`src/rtl/packet_arbiter_pkg.sv`:
```
// packet_arbiter shared types and helpers.
// Imported by the arbiter top and its round-robin picker.
package packet_arbiter_pkg;

  typedef enum logic [1:0] {
    ST_IDLE  = 2'd0,
    ST_XFER  = 2'd1,
    ST_ABORT = 2'd2
  } state_t;

  function automatic int res_width(input int dw);
    return $clog2(dw / 8);
  endfunction

endpackage

```
`src/rtl/packet_arbiter_rr_picker.sv`:
```
// Round-robin picker: first set request at or after ptr, wrapping.
// Purely combinational; any=0 when no request is set.
module rr_picker
  import packet_arbiter_pkg::*;
#(
  parameter int N  = 4,
  parameter int IW = $clog2(N)
) (
  input  logic [N-1:0]  req,
  input  logic [IW-1:0] ptr,
  output logic [IW-1:0] idx,
  output logic          any
);

  always_comb begin
    idx = '0;
    any = 1'b0;
    for (int i = 0; i < N; i++) begin
      if (!any && req[(int'(ptr) + i) % N]) begin
        any = 1'b1;
        idx = IW'((int'(ptr) + i) % N);
      end
    end
  end

endmodule

```
`src/rtl/packet_arbiter.sv`:
```
// Packet-granular round-robin arbiter in front of packet_translator.
// Locks grant sop..eop, flushes stray beats, aborts stalled packets.
module packet_arbiter
  import packet_arbiter_pkg::*;
#(
  parameter int NUM_REQ        = 4,
  parameter int DATA_WIDTH     = 32,
  parameter int RES_WIDTH      = res_width(DATA_WIDTH),
  parameter int TIMEOUT_CYCLES = 256,
  parameter int CNT_WIDTH      = 16
) (
  input  logic                            iclk,
  input  logic                            irst_n,
  input  logic [NUM_REQ-1:0]              req_valid,
  input  logic [NUM_REQ-1:0]              req_sop,
  input  logic [NUM_REQ-1:0]              req_eop,
  input  logic [NUM_REQ-1:0]              req_bad,
  input  logic [NUM_REQ*RES_WIDTH-1:0]    req_residual,
  input  logic [NUM_REQ*DATA_WIDTH-1:0]   req_data,
  output logic [NUM_REQ-1:0]              req_ready,
  input  logic                            ipause,
  output logic                            ovalid,
  output logic                            osop,
  output logic                            oeop,
  output logic                            obad,
  output logic [RES_WIDTH-1:0]            oresidual,
  output logic [DATA_WIDTH-1:0]           odata,
  output logic [$clog2(NUM_REQ)-1:0]      ogrant_id,
  output logic                            obusy,
  output logic                            otimeout_irq,
  output logic [NUM_REQ*CNT_WIDTH-1:0]    opkt_cnt
);

  localparam int IW = $clog2(NUM_REQ);
  localparam int WW = $clog2(TIMEOUT_CYCLES);
  localparam logic [WW-1:0] WD_LAST = WW'(TIMEOUT_CYCLES - 1);

  state_t               state;
  logic [IW-1:0]        rr_ptr;
  logic [IW-1:0]        pick_idx;
  logic [IW-1:0]        nxt_ptr;
  logic                 pick_any;
  logic [NUM_REQ-1:0]   elig;
  logic                 first;
  logic                 err;
  logic                 err_nx;
  logic                 acc;
  logic [WW-1:0]        wd;
  logic                 g_valid;
  logic                 g_sop;
  logic                 g_eop;
  logic                 g_bad;
  logic [RES_WIDTH-1:0] g_res;
  logic [DATA_WIDTH-1:0] g_data;
  logic [CNT_WIDTH-1:0] cnt_inc;

  assign elig = req_valid & req_sop;

  rr_picker #(.N(NUM_REQ), .IW(IW)) u_pick (
    .req (elig),
    .ptr (rr_ptr),
    .idx (pick_idx),
    .any (pick_any)
  );

  assign g_valid = req_valid[ogrant_id];
  assign g_sop   = req_sop[ogrant_id];
  assign g_eop   = req_eop[ogrant_id];
  assign g_bad   = req_bad[ogrant_id];
  assign g_res   = req_residual[ogrant_id*RES_WIDTH +: RES_WIDTH];
  assign g_data  = req_data[ogrant_id*DATA_WIDTH +: DATA_WIDTH];
  assign cnt_inc = opkt_cnt[ogrant_id*CNT_WIDTH +: CNT_WIDTH] + 1'b1;

  assign acc     = (state == ST_XFER) && !ipause && g_valid;
  // A sop after the first beat poisons the rest of the packet
  assign err_nx  = err | (g_sop & ~first);
  assign nxt_ptr = (ogrant_id == IW'(NUM_REQ - 1)) ? '0 : ogrant_id + 1'b1;

  always_comb begin
    req_ready = '0;
    unique case (state)
      ST_IDLE: req_ready = req_valid & ~req_sop;
      ST_XFER: req_ready[ogrant_id] = !ipause;
      default: req_ready = '0;
    endcase
    if (!irst_n) req_ready = '0;
  end

  always_ff @(posedge iclk or negedge irst_n) begin
    if (!irst_n) begin
      state        <= ST_IDLE;
      rr_ptr       <= '0;
      first        <= 1'b0;
      err          <= 1'b0;
      wd           <= '0;
      ovalid       <= 1'b0;
      osop         <= 1'b0;
      oeop         <= 1'b0;
      obad         <= 1'b0;
      oresidual    <= '0;
      odata        <= '0;
      ogrant_id    <= '0;
      obusy        <= 1'b0;
      otimeout_irq <= 1'b0;
      opkt_cnt     <= '0;
    end else begin
      ovalid       <= 1'b0;
      osop         <= 1'b0;
      oeop         <= 1'b0;
      obad         <= 1'b0;
      oresidual    <= '0;
      odata        <= '0;
      otimeout_irq <= 1'b0;
      unique case (state)
        ST_IDLE: begin
          if (pick_any) begin
            state     <= ST_XFER;
            ogrant_id <= pick_idx;
            obusy     <= 1'b1;
            first     <= 1'b1;
            err       <= 1'b0;
            wd        <= '0;
          end
        end
        ST_XFER: begin
          if (acc) begin
            ovalid    <= 1'b1;
            osop      <= first;
            oeop      <= g_eop;
            odata     <= g_data;
            oresidual <= g_eop ? g_res : '0;
            obad      <= g_eop & (g_bad | err_nx);
            first     <= 1'b0;
            err       <= err_nx;
            wd        <= '0;
            if (g_eop) begin
              state  <= ST_IDLE;
              obusy  <= 1'b0;
              rr_ptr <= nxt_ptr;
              opkt_cnt[ogrant_id*CNT_WIDTH +: CNT_WIDTH] <= cnt_inc;
            end
          end else if (!ipause) begin
            if (wd == WD_LAST) state <= ST_ABORT;
            else wd <= wd + 1'b1;
          end
        end
        ST_ABORT: begin
          if (!ipause) begin
            ovalid       <= 1'b1;
            oeop         <= 1'b1;
            obad         <= 1'b1;
            otimeout_irq <= 1'b1;
            state        <= ST_IDLE;
            obusy        <= 1'b0;
            rr_ptr       <= nxt_ptr;
            opkt_cnt[ogrant_id*CNT_WIDTH +: CNT_WIDTH] <= cnt_inc;
          end
        end
        default: state <= ST_IDLE;
      endcase
    end
  end

endmodule
```
`config.mk`:
```
export PLATFORM = sky130hd
export DESIGN_NAME = packet_arbiter
export DESIGN_NICKNAME = d
export VERILOG_FILES = /design/src/rtl/packet_arbiter_pkg.sv /design/src/rtl/packet_arbiter_rr_picker.sv /design/src/rtl/packet_arbiter.sv
export SDC_FILE = /design/constraint.sdc
export NUM_CORES = 1
export LEC_CHECK = 0
export CORE_UTILIZATION = 36
export DETAILED_ROUTE_END_ITERATION = 7
export PLACE_DENSITY_LB_ADDON = 0.05
export SYNTH_ARGS = -nofsm -noshare
export SYNTH_HDL_FRONTEND = slang
export SYNTH_SLANG_ARGS = --single-unit
```
`constraint.sdc`:
```
create_clock -name iclk -period 5.94 [get_ports iclk]
set_input_delay 0.891 -clock iclk [delete_from_list [all_inputs] [get_ports iclk]]
set_output_delay 0.891 -clock iclk [all_outputs]
set_load 0.02 [all_outputs]
```
==> run summary, run 1 <==
Post-DRT Antenna Nets - 0
power per cell area - 345 nW/um2
number of vias after detailed routing - 5751
row cnt - 49
internal portion of total power - 2.29 mW
combined global-route utilization of all metal layers - 24.0%
Crit Reg-Reg Startpoint - ogrant_id[1]$_DFFE_PN0P_
f_max - 259 MHz
clock transition time at the flip-flop clock pins of the worst setup and hold paths - 0.05 ns
largest area contributor in the synthesized netlist - sky130_fd_sc_hd__dfrtp_1
largest net degree at the start of global routing - 73
Placed Instances - 979
die outline width - 138 um
critical setup path kind - reg -> out
number of port buffers - 264
setup fix buffers added after clock tree synthesis - 0
sum of net half-perimeters after detailed placement - 16300 um
Comb pwr share - 37.5%
via count of the first global-routing pass - 5968
nets@finish - 936
Leak Pwr - 4.14 nW
clock tree root buffer cell - sky130_fd_sc_hd__clkbuf_16
run status - finished clean
num ports - 265
critical-path cell list - inv_1, ha_1, a32oi_1, nor2_1, clkdlybuf4s50_1
wire length per cell after detailed routing - 22.1 um
Period Utilization, post-route - 65.0%
crit path launch type - flop
dominant cells by area after synthesis - sky130_fd_sc_hd__dfrtp_1, sky130_fd_sc_hd__mux4_2, sky130_fd_sc_hd__o2bb2ai_1
number of vias per cell - 5.69
final WL - 22300 um
Worst Path Required - 5.05 ns
max-capacitance violation count - 0
number of iterations in the first detailed-routing pass - 4
net count after synthesis - 684
fraction of post-synthesis cell area in the top cell type by area - 45.4%
synthesis-stage register bit count - 120
share of the yosys chip area belonging to registers - 45.4%
Final Hold Fails - 0
Final setup viols - 0
maximum clock path buffer count - 2
Most used DFF post-synth - sky130_fd_sc_hd__dfrtp_1
global-route wire length before repair - 33400 um
clock power share - 31.6%
number of buffers created by CTS - 17
cell area after technology mapping - 6610 um2
CP max stage delay - 0.93 ns
Commonest cells post-synth - sky130_fd_sc_hd__dfrtp_1, sky130_fd_sc_hd__mux4_2, sky130_fd_sc_hd__o2bb2ai_1
setup TNS - 0 ns
worst-path cell with the longest stage delay - sky130_fd_sc_hd__dfrtp_2
most frequent cell after synthesis - sky130_fd_sc_hd__dfrtp_1
clock tree from TritonCTS - yes
number of remaining DRC errors - 0
global placement routability congestion - 0.848
switching share of power - 33.8%
sequential power share - 31.0%
average cell area after synthesis - 12.8 um2
post-synthesis instance total - 517
area inside the core boundary - 18000 um2
CTS sink count - 120
hold-fix buffer count after cts - 0
distinct cell type count of the synthesized netlist - 56
data arrival time of the worst path - 2.97 ns
share of flip-flops with an asynchronous set or reset after synthesis - 100%
Rel. slew slack - 40.1%
Slew Viols, Final - 0
EDFF count, synth - 0
unrepaired setup endpoints after global routing - no
timing startpoint of the critical path - ogrant_id[1]$_DFFE_PN0P_
element type at the critical path end - primary output
Clock H-tree levels - 4
antenna violations before repair - 0
overall die area - 18900 um2
number of instances resized during post-cts repair - 0
switching power - 1.17 mW
pin slew with the least headroom to its limit - 0.899 ns
total number of yosys warnings - 0
aggregate global routing overflow - 0
antenna cell count - 0
worst skew pair latency - 0.42 ns
initial standard-cell utilization of the core - 36.8%
maximum vdd ir drop - 0.000201 V
Iter 0 DRT Violations - 362
fin crit period - 3.86 ns
share of post-route cells with drive strength above 1 - 13.7%
area overhead of the layout relative to synthesis - 51.6%
worst hold path type - in -> async
final worst clock skew - 0.00583 ns
Die Ht - 138 um
final std cells w/o fill - 1011
maximum fanout along the worst path - 34
[critical path, delay by kind of cell, from the launching register on]
kind | cells | cell delay (ns)
simple gates | 1 | 0.07
compound gates | 1 | 0.19
fa+ha+maj | 1 | 0.38
buf+inv | 2 | 0.95
flops | 1 | 0.93
[cells in the final DEF (no fill, tap or decap), types with 3 or more instances in the layout]
cell type,count
sky130_fd_sc_hd__nor3_1,12
sky130_fd_sc_hd__nor2b_1,5
sky130_fd_sc_hd__a211oi_1,3
sky130_fd_sc_hd__nor2_1,20
sky130_fd_sc_hd__buf_4,5
sky130_fd_sc_hd__nor3b_1,8
sky130_fd_sc_hd__and3_1,35
sky130_fd_sc_hd__a21oi_1,6
sky130_fd_sc_hd__o2bb2ai_1,53
sky130_fd_sc_hd__nand2_1,28
sky130_fd_sc_hd__inv_1,16
sky130_fd_sc_hd__mux2_2,4
sky130_fd_sc_hd__clkinv_2,3
sky130_fd_sc_hd__clkbuf_8,3
sky130_fd_sc_hd__clkbuf_16,17
sky130_fd_sc_hd__nor4_4,3
sky130_fd_sc_hd__mux2i_1,4
sky130_fd_sc_hd__ha_1,12
sky130_fd_sc_hd__clkdlybuf4s50_1,263
sky130_fd_sc_hd__nand3_1,11
sky130_fd_sc_hd__nand4_1,9
sky130_fd_sc_hd__bufinv_16,4
sky130_fd_sc_hd__xnor2_1,12
sky130_fd_sc_hd__and3b_1,4
sky130_fd_sc_hd__clkbuf_1,4
sky130_fd_sc_hd__a221o_1,3
sky130_fd_sc_hd__mux4_2,53
sky130_fd_sc_hd__o21ai_0,11
sky130_fd_sc_hd__dfrtp_1,118
sky130_fd_sc_hd__a211o_1,9
sky130_fd_sc_hd__a32oi_1,4
[layout make-up]
type                            count  area [um2]
Inverter                           16        60.1
Tap cell                          229         287
Multi-Input combinational cell    346        3370
Fill cell                        1484        7940
Timing Repair Buffer              268        2670
Sequential cell                   120        3010
Clock inverter                      8         143
Clock buffer                       24         482
[power groups by stage]
stage	sequential, mW	combinational (mW)	clock, mW
after floorplan	1.08	0.816	0
after global placement	1.09	1.29	0
after detailed placement	1.09	1.31	0
after CTS	1.08	1.31	1.11
after global routing	1.09	1.40	1.15
final	1.07	1.30	1.09
[cell families after synthesis]
kind of cell    after synthesis  share of synthesized area, %
compound gates              108                          13.9
xor+xnor                     14                          1.85
fa+ha+maj                    12                          2.27
buf+inv                      51                          3.60
flops                       120                          45.4
mux                          61                          19.3
simple gates                151                          13.6
[final timing paths]
check	endpoint	slack, ns	depth (start not counted)
min in group iclk	wd[0]$_DFFE_PN0P_	0.51	1
min reg2reg	wd[0]$_DFFE_PN0P_	0.51	1
max in group asynchronous	odata[8]$_DFF_PN0_	4.10	2
max reg2reg	opkt_cnt[11]$_DFFE_PN0P_	2.45	5
min	obad$_DFF_PN0_	0.51	1
max	req_ready[1]	2.08	5
[per-stage QoR]
stage | setup slack (ns) | power (mW) | area (um2) | util [%] | hold WS, ns
after floorplan | 3.02 | 1.89 | 6610 | - | 0.462
after global placement | 2.20 | 2.37 | 9400 | 52.3 | 0.485
after detailed placement | 2.13 | 2.40 | 9400 | 52.3 | 0.497
after CTS | 2.03 | 3.50 | 10000 | 55.8 | 0.513
after global routing | 1.93 | 3.64 | 10000 | 55.8 | 0.525
final | 2.08 | 3.46 | 10000 | 55.8 | 0.506
[sequential cells by signal, summed over array words and instances (netlist names), 2 cells and up]
register / cells
ogrant_id: 2
oresidual: 2
wd: 8
rr_ptr: 2
opkt_cnt: 64
state: 2
odata: 32
[per-layer routing]
layer | part of all wire [%] | track usage, % | vias to the layer above
li1 | - | - | 2538
met1 | 39 | 27.8 | 2895
met2 | 51 | 42.8 | 277
met3 | 7.7 | 5.74 | 41
met4 | 2.5 | 8.91 | 0
met5 | 0 | 0 | -
(Power assumes the default switching activity.)
==> run 2: changes to the inputs <==
==> constraint.sdc (replaced) <==
create_clock -name iclk -period 4 [get_ports iclk]
set_input_delay 0.6 -clock iclk [delete_from_list [all_inputs] [get_ports iclk]]
set_output_delay 0.6 -clock iclk [all_outputs]
set_load 0.02 [all_outputs]
==> run 2 against run 1 <==
  * Die area unchanged
  * Power increased by 47%
  * Non-clock buffer count increased by 6
  * Via count decreased by 0.89%
  * Clock-buffer cell count decreased by 3
  * Combinational power increased by 55%
  * First-iteration DRC count decreased by 12%
  * Hold slack got worse by 0.22 ns
  * Flip-flop and latch count unchanged
  * Clock power increased by 41%
  * Setup slack got worse by 1.5 ns
  * Largest power group unchanged
==> run summary, run 2 (synthesis gave the netlist of run 1 again) <==
antenna violations before repair - 0 (unchanged)
wire length per cell after detailed routing - 22.0 um (-0.25%)
worst hold path type - in -> async
critical setup path kind - reg -> out
Worst Path Required - 3.40 ns (-1.65 ns)
final WL - 22400 um (+0.35%)
clock tree root buffer cell - sky130_fd_sc_hd__clkbuf_16
combined global-route utilization of all metal layers - 24.2% (+0.12 points)
max FFs per register - 64 (unchanged)
number of vias after detailed routing - 5700 (-0.89%)
switching power - 1.77 mW (+51%)
sum of net half-perimeters after detailed placement - 16500 um (+1.4%)
setup slack on the worst flop-to-flop path - 1.09 ns (-1.36 ns)
worst skew pair latency - 0.42 ns (about the same)
antenna cell count - 0 (unchanged)
via count of the first global-routing pass - 6041 (+1.2%)
share of post-route cells with drive strength above 1 - 14.8% (+1.2 points)
num ports - 265 (unchanged)
f_max - 293 MHz
Slew Viols, Final - 0 (unchanged)
pin slew with the least headroom to its limit - 0.961 ns (+0.0622 ns)
Post-DRT Antenna Nets - 0 (unchanged)
internal portion of total power - 3.31 mW (+44%)
critical register-to-register path endpoint - opkt_cnt[15]$_DFFE_PN0P_
leading cell type in the layout, fill and taps excluded - sky130_fd_sc_hd__clkdlybuf4s50_1
element type at the critical path end - primary output
largest net degree at the start of global routing - 75 (+2.7%)
aggregate global routing overflow - 0 (unchanged)
area inside the core boundary - 18000 um2 (unchanged)
maximum clock path buffer count - 2 (unchanged)
clock tree from TritonCTS - yes
global-route wire length before repair - 33800 um (+1.2%)
clock power share - 30.3% (-1.3 points)
maximum vdd ir drop - 0.000331 V (+64%)
number of buffers created by CTS - 17 (unchanged)
Leak Pwr - 4.15 nW (+0.17%)
fin crit period - 3.42 ns
CTS sink count - 120 (unchanged)
register with the most flip-flops - opkt_cnt
sequential power share - 30.0% (-1.0 points)
setup TNS - 0 ns (unchanged)
biggest regs - opkt_cnt: 64 flops, odata: 32 flops, wd: 8 flops
row cnt - 49 (unchanged)
max-capacitance violation count - 0 (unchanged)
data arrival time of the worst path - 2.82 ns (-0.15 ns)
number of vias per cell - 5.60 (-1.5%)
Crit Reg-Reg Startpoint - ogrant_id[0]$_DFFE_PN0P_
number of port buffers - 264 (unchanged)
Final setup viols - 0 (unchanged)
switching share of power - 34.8% (+0.99 points)
Die Ht - 138 um (unchanged)
Rel. slew slack - 35.9% (-4.1 points)
number of instances resized during post-cts repair - 0 (unchanged)
Final Hold Fails - 0 (unchanged)
final std cells w/o fill - 1017 (+0.59%)
overall die area - 18900 um2 (unchanged)
most frequent cells in the layout - sky130_fd_sc_hd__clkdlybuf4s50_1, sky130_fd_sc_hd__dfrtp_1, sky130_fd_sc_hd__mux4_2, sky130_fd_sc_hd__o2bb2ai_1, sky130_fd_sc_hd__and3_1
Period Utilization, post-route - 85.4%
initial standard-cell utilization of the core - 36.8% (unchanged)
run status - finished clean
hold-fix buffer count after cts - 0 (unchanged)
total power consumption of the routed design - 5.08 mW (+47%)
Clock H-tree levels - 4 (unchanged)
crit path launch type - flop
number of remaining DRC errors - 0 (unchanged)
nets@finish - 942 (+0.64%)
global placement routability congestion - 0.810 (-4.5%)
area overhead of the layout relative to synthesis - 51.9%
length in cells of the worst reg-to-reg path - 5 (unchanged)
die outline width - 138 um (unchanged)
power per cell area - 505 nW/um2 (+46%)
Iter 0 DRT Violations - 319 (-12%)
Comb pwr share - 39.7% (+2.2 points)
clock transition time at the flip-flop clock pins of the worst setup and hold paths - 0.05 ns (about the same)
setup fix buffers added after clock tree synthesis - 0 (unchanged)
unrepaired setup endpoints after global routing - no
number of iterations in the first detailed-routing pass - 4 (unchanged)
final worst clock skew - 0.00913 ns (+0.00329 ns)
Placed Instances - 985 (+0.61%)
maximum fanout along the worst path - 14 (-59%)
-- run 2: worst max-delay path, stage by stage, from the launching register on --
cell	delay, ns
sky130_fd_sc_hd__dfrtp_1	0.39
sky130_fd_sc_hd__inv_1	0.10
sky130_fd_sc_hd__ha_1	0.48
sky130_fd_sc_hd__nor2b_2	0.51
sky130_fd_sc_hd__a32oi_1	0.10
sky130_fd_sc_hd__nor2_1	0.17
sky130_fd_sc_hd__clkdlybuf4s50_1	0.65
-- run 2: final cells by class --
class / instances / area (um2)
clock inverter: 11 / 121
inverter: 16 / 60.1
fill: 1500 / 7920
multi-input combinational: 346 / 3370
sequential: 120 / 3010
clock buffer: 21 / 480
tap: 229 / 287
timing repair buffer: 274 / 2720
-- run 2: routing by layer --
layer | global-route usage, % | vias to the layer above | wire [um]
met1 | 28.3 | 2899 | 8680
met2 | 43.8 | 222 | 11700
met3 | 4.56 | 29 | 1620
met4 | 8.42 | 0 | 391
met5 | 0 | - | 0
li1 | - | 2550 | -
-- run 2: worst max-delay path by stage --
stage | to | depth (start not counted) | slack (ns) | startpoint
2_1_floorplan | opkt_cnt[10]$_DFFE_PN0P_ | 9 | 1.44 | ogrant_id[0]$_DFFE_PN0P_
3_3_place_gp | opkt_cnt[15]$_DFFE_PN0P_ | 6 | 0.88 | req_valid[3]
3_5_place_dp | opkt_cnt[15]$_DFFE_PN0P_ | 6 | 0.81 | req_valid[3]
4_1_cts | req_ready[2] | 6 | 0.58 | state[1]$_DFFE_PN0P_
5_1_grt | req_ready[2] | 6 | 0.45 | state[1]$_DFFE_PN0P_
6_report | req_ready[2] | 6 | 0.58 | state[1]$_DFFE_PN0P_
-- run 2: power by group through the flow --
stage | Sequential (mW) | Clock [mW] | Combinational [mW]
final | 1.52 | 1.54 | 2.02
after global routing | 1.55 | 1.62 | 2.17
after CTS | 1.53 | 1.56 | 2.04
after detailed placement | 1.54 | 0 | 2.03
after global placement | 1.54 | 0 | 2.01
after floorplan | 1.60 | 0 | 1.21
-- run 2: per-stage QoR --
step	cell area [um2]	setup WS [ns]	util (%)	hold slack [ns]
floorplan	6610	1.44	-	0.304
global placement	9440	0.883	52.6	0.481
detailed placement	9440	0.810	52.6	0.484
CTS	10000	0.576	55.9	0.319
global route	10000	0.451	55.9	0.335
finish	10000	0.585	55.9	0.283
==> run 3: changes to the inputs <==
--- a/config.mk
+++ b/config.mk
@@ -5,9 +5,11 @@
 export SDC_FILE = /design/constraint.sdc
 export NUM_CORES = 1
 export LEC_CHECK = 0
+export CAP_MARGIN = 10
 export CORE_UTILIZATION = 36
 export DETAILED_ROUTE_END_ITERATION = 7
 export PLACE_DENSITY_LB_ADDON = 0.05
+export RECOVER_POWER = 25
 export SYNTH_ARGS = -nofsm -noshare
 export SYNTH_HDL_FRONTEND = slang
 export SYNTH_SLANG_ARGS = --single-unit
==> run 3 against run 2 <==
  * The run now ends with max-capacitance violations, max-slew violations left
  * Via count barely moved
  * First-iteration DRC count did not move
  * Largest cell class unchanged
  * Clock power barely moved
  * Non-clock buffer count did not move
  * Critical endpoint unchanged
  * Final cell count did not move
  * Power fell by 0.13%
  * Combinational power barely moved
  * Routed wire length barely moved
  * Critical path depth did not move
  * Global-route usage did not move
==> run summary, run 3 (synthesis gave the netlist of run 1 again) <==
max FFs per register - 64 (unchanged)
crit path launch type - flop
power per cell area - 505 nW/um2 (about the same)
critical register-to-register path endpoint - opkt_cnt[15]$_DFFE_PN0P_
antenna cell count - 0 (unchanged)
critical setup path kind - reg -> out
worst skew pair latency - 0.42 ns (about the same)
largest net degree at the start of global routing - 75 (unchanged)
leading cell type in the layout, fill and taps excluded - sky130_fd_sc_hd__clkdlybuf4s50_1
switching share of power - 34.8% (about the same)
clock tree root buffer cell - sky130_fd_sc_hd__clkbuf_16
Iter 0 DRT Violations - 319 (unchanged)
initial standard-cell utilization of the core - 36.8% (unchanged)
global placement routability congestion - 0.810 (unchanged)
maximum vdd ir drop - 0.000331 V (-0.17%)
number of vias per cell - 5.60 (about the same)
combined global-route utilization of all metal layers - 24.2% (unchanged)
aggregate global routing overflow - 0 (unchanged)
number of iterations in the first detailed-routing pass - 4 (unchanged)
pin slew with the least headroom to its limit - 1.87 ns (+0.909 ns)
number of port buffers - 264 (unchanged)
number of remaining DRC errors - 0 (unchanged)
overall die area - 18900 um2 (unchanged)
setup fix buffers added after clock tree synthesis - 0 (unchanged)
number of instances resized during post-cts repair - 0 (unchanged)
Worst Path Required - 3.40 ns (about the same)
global-route wire length before repair - 33800 um (unchanged)
final WL - 22400 um (about the same)
area overhead of the layout relative to synthesis - 51.8% (about the same)
max-capacitance violation count - 1 (+1)
layer carrying the most global-route usage - met2
met2 track demand over resource in global routing - 43.8% (unchanged)
Final setup viols - 0 (unchanged)
Slew Viols, Final - 75 (+75)
die outline width - 138 um (unchanged)
hold-fix buffer count after cts - 0 (unchanged)
via count of the first global-routing pass - 6041 (unchanged)
clock power share - 30.4% (about the same)
area inside the core boundary - 18000 um2 (unchanged)
Die Ht - 138 um (unchanged)
number of vias after detailed routing - 5699 (-0.018%)
combined area of the multi-input logic cells - 3370 um2 (unchanged)
sum of net half-perimeters after detailed placement - 16500 um (unchanged)
unrepaired setup endpoints after global routing - no
wire length per cell after detailed routing - 22.0 um (about the same)
clock tree from TritonCTS - yes
nets@finish - 942 (unchanged)
worst-path cell with the longest stage delay - sky130_fd_sc_hd__clkdlybuf4s50_1
share of post-route cells with drive strength above 1 - 14.7% (-0.13 points)
CTS sink count - 120 (unchanged)
run status - complete, but fails checks
Crit Reg-Reg Startpoint - ogrant_id[0]$_DFFE_PN0P_
fin crit period - 3.42 ns (+0.00127 ns)
data arrival time of the worst path - 2.82 ns (about the same)
element type at the critical path end - primary output
critical-path cell list - inv_1, ha_1, nor2b_2, a32oi_1, nor2_1, clkdlybuf4s50_1
f_max - 293 MHz (about the same)
sequential power share - 30.0% (about the same)
antenna violations before repair - 0 (unchanged)
Rel. slew slack - -24.7% (-61 points)
most frequent cells in the layout - sky130_fd_sc_hd__clkdlybuf4s50_1, sky130_fd_sc_hd__dfrtp_1, sky130_fd_sc_hd__mux4_2, sky130_fd_sc_hd__o2bb2ai_1, sky130_fd_sc_hd__and3_1
final worst clock skew - 0.00912 ns (-0.00000122 ns)
global routing usage on met3 - 4.56% (unchanged)
number of inserted filler cells in the final layout - 1503 (+0.20%)
Post-DRT Antenna Nets - 0 (unchanged)
setup TNS - 0 ns (unchanged)
maximum clock path buffer count - 2 (unchanged)
length in cells of the worst reg-to-reg path - 5 (unchanged)
setup slack on the worst flop-to-flop path - 1.09 ns (about the same)
CP max stage delay - 0.65 ns (about the same)
number of buffers created by CTS - 17 (unchanged)
Comb pwr share - 39.7% (about the same)
global routing met1 resource utilization - 28.3% (unchanged)
internal portion of total power - 3.30 mW (-0.18%)
clock transition time at the flip-flop clock pins of the worst setup and hold paths - 0.05 ns (about the same)
num ports - 265 (unchanged)
Clock H-tree levels - 4 (unchanged)
Final Hold Fails - 0 (unchanged)
worst hold path type - in -> async
Period Utilization, post-route - 85.4% (about the same)
register area - 3010 um2 (unchanged)
register with the most flip-flops - opkt_cnt
tightest hold margin - 0.343 ns (+0.0597 ns)
violations in the final reports - max-capacitance violations, max-slew violations
biggest regs - opkt_cnt: 64 flops, odata: 32 flops, wd: 8 flops
maximum fanout along the worst path - 14 (unchanged)
row cnt - 49 (unchanged)
switching power - 1.77 mW (about the same)
Leak Pwr - 4.17 nW (+0.54%)
## run 3: changes by cell type in the layout (fill, tap and decap cells not counted)
cell | before | now
sky130_fd_sc_hd__buf_4 | 11 | 9
sky130_fd_sc_hd__dlygate4sd3_1 | 0 | 10
sky130_fd_sc_hd__clkbuf_1 | 0 | 1
sky130_fd_sc_hd__clkbuf_2 | 0 | 1
sky130_fd_sc_hd__clkdlybuf4s50_1 | 263 | 253
## run 3: per-stage QoR
stage	setup WS, ns	std cells	power [mW]	utilization (%)	area, um2
after floorplan	1.44	517	2.81	-	6610
after global placement	0.883	985	3.55	52.6	9440
after detailed placement	0.810	985	3.58	52.6	9440
after CTS	0.576	1017	5.13	55.9	10000
after global routing	0.452	1017	5.33	55.9	10000
final	0.584	1017	5.07	55.9	10000
## run 3: final cells by class
class | instances | area share (%)
repair buffers | 274 | 27.0
inverters | 16 | 0.598
clock inverters | 11 | 1.21
multi-input cells | 346 | 33.6
clock buffers | 21 | 4.79
flip-flops and latches | 120 | 30.0
well taps | 229 | 2.85
## run 3: power by group through the flow
stage | logic (mW) | registers (mW) | clock network [mW]
after CTS | 2.04 | 1.53 | 1.56
after global routing | 2.16 | 1.55 | 1.62
after detailed placement | 2.03 | 1.54 | 0
after floorplan | 1.21 | 1.60 | 0
after global placement | 2.01 | 1.54 | 0
final | 2.01 | 1.52 | 1.54
## run 3: routing by layer
layer	wire length, um	vias up
met5	0	-
met4	391	0
met3	1610	29
met2	11700	220
met1	8690	2900
li1	-	2550
## run 3: critical path, delay by kind of cell, from the launching register on
| kind | cells | cell delay, ns |
|---|---|---|
| AO/OA/AOI/OAI | 1 | 0.10 |
| AND/OR/NAND/NOR | 2 | 0.68 |
| flip-flops | 1 | 0.39 |
| adder cells (fa/ha/maj) | 1 | 0.48 |
| buffers and inverters | 2 | 0.75 |
## run 3: worst max-delay path by stage
stage	slack, ns	from	cells past startpoint	end
after floorplan	1.44	ogrant_id[0]$_DFFE_PN0P_	9	opkt_cnt[10]$_DFFE_PN0P_
after global placement	0.88	req_valid[3]	6	opkt_cnt[15]$_DFFE_PN0P_
after detailed placement	0.81	req_valid[3]	6	opkt_cnt[15]$_DFFE_PN0P_
after CTS	0.58	state[1]$_DFFE_PN0P_	6	req_ready[2]
after global routing	0.45	state[1]$_DFFE_PN0P_	6	req_ready[2]
final	0.58	state[1]$_DFFE_PN0P_	6	req_ready[2]
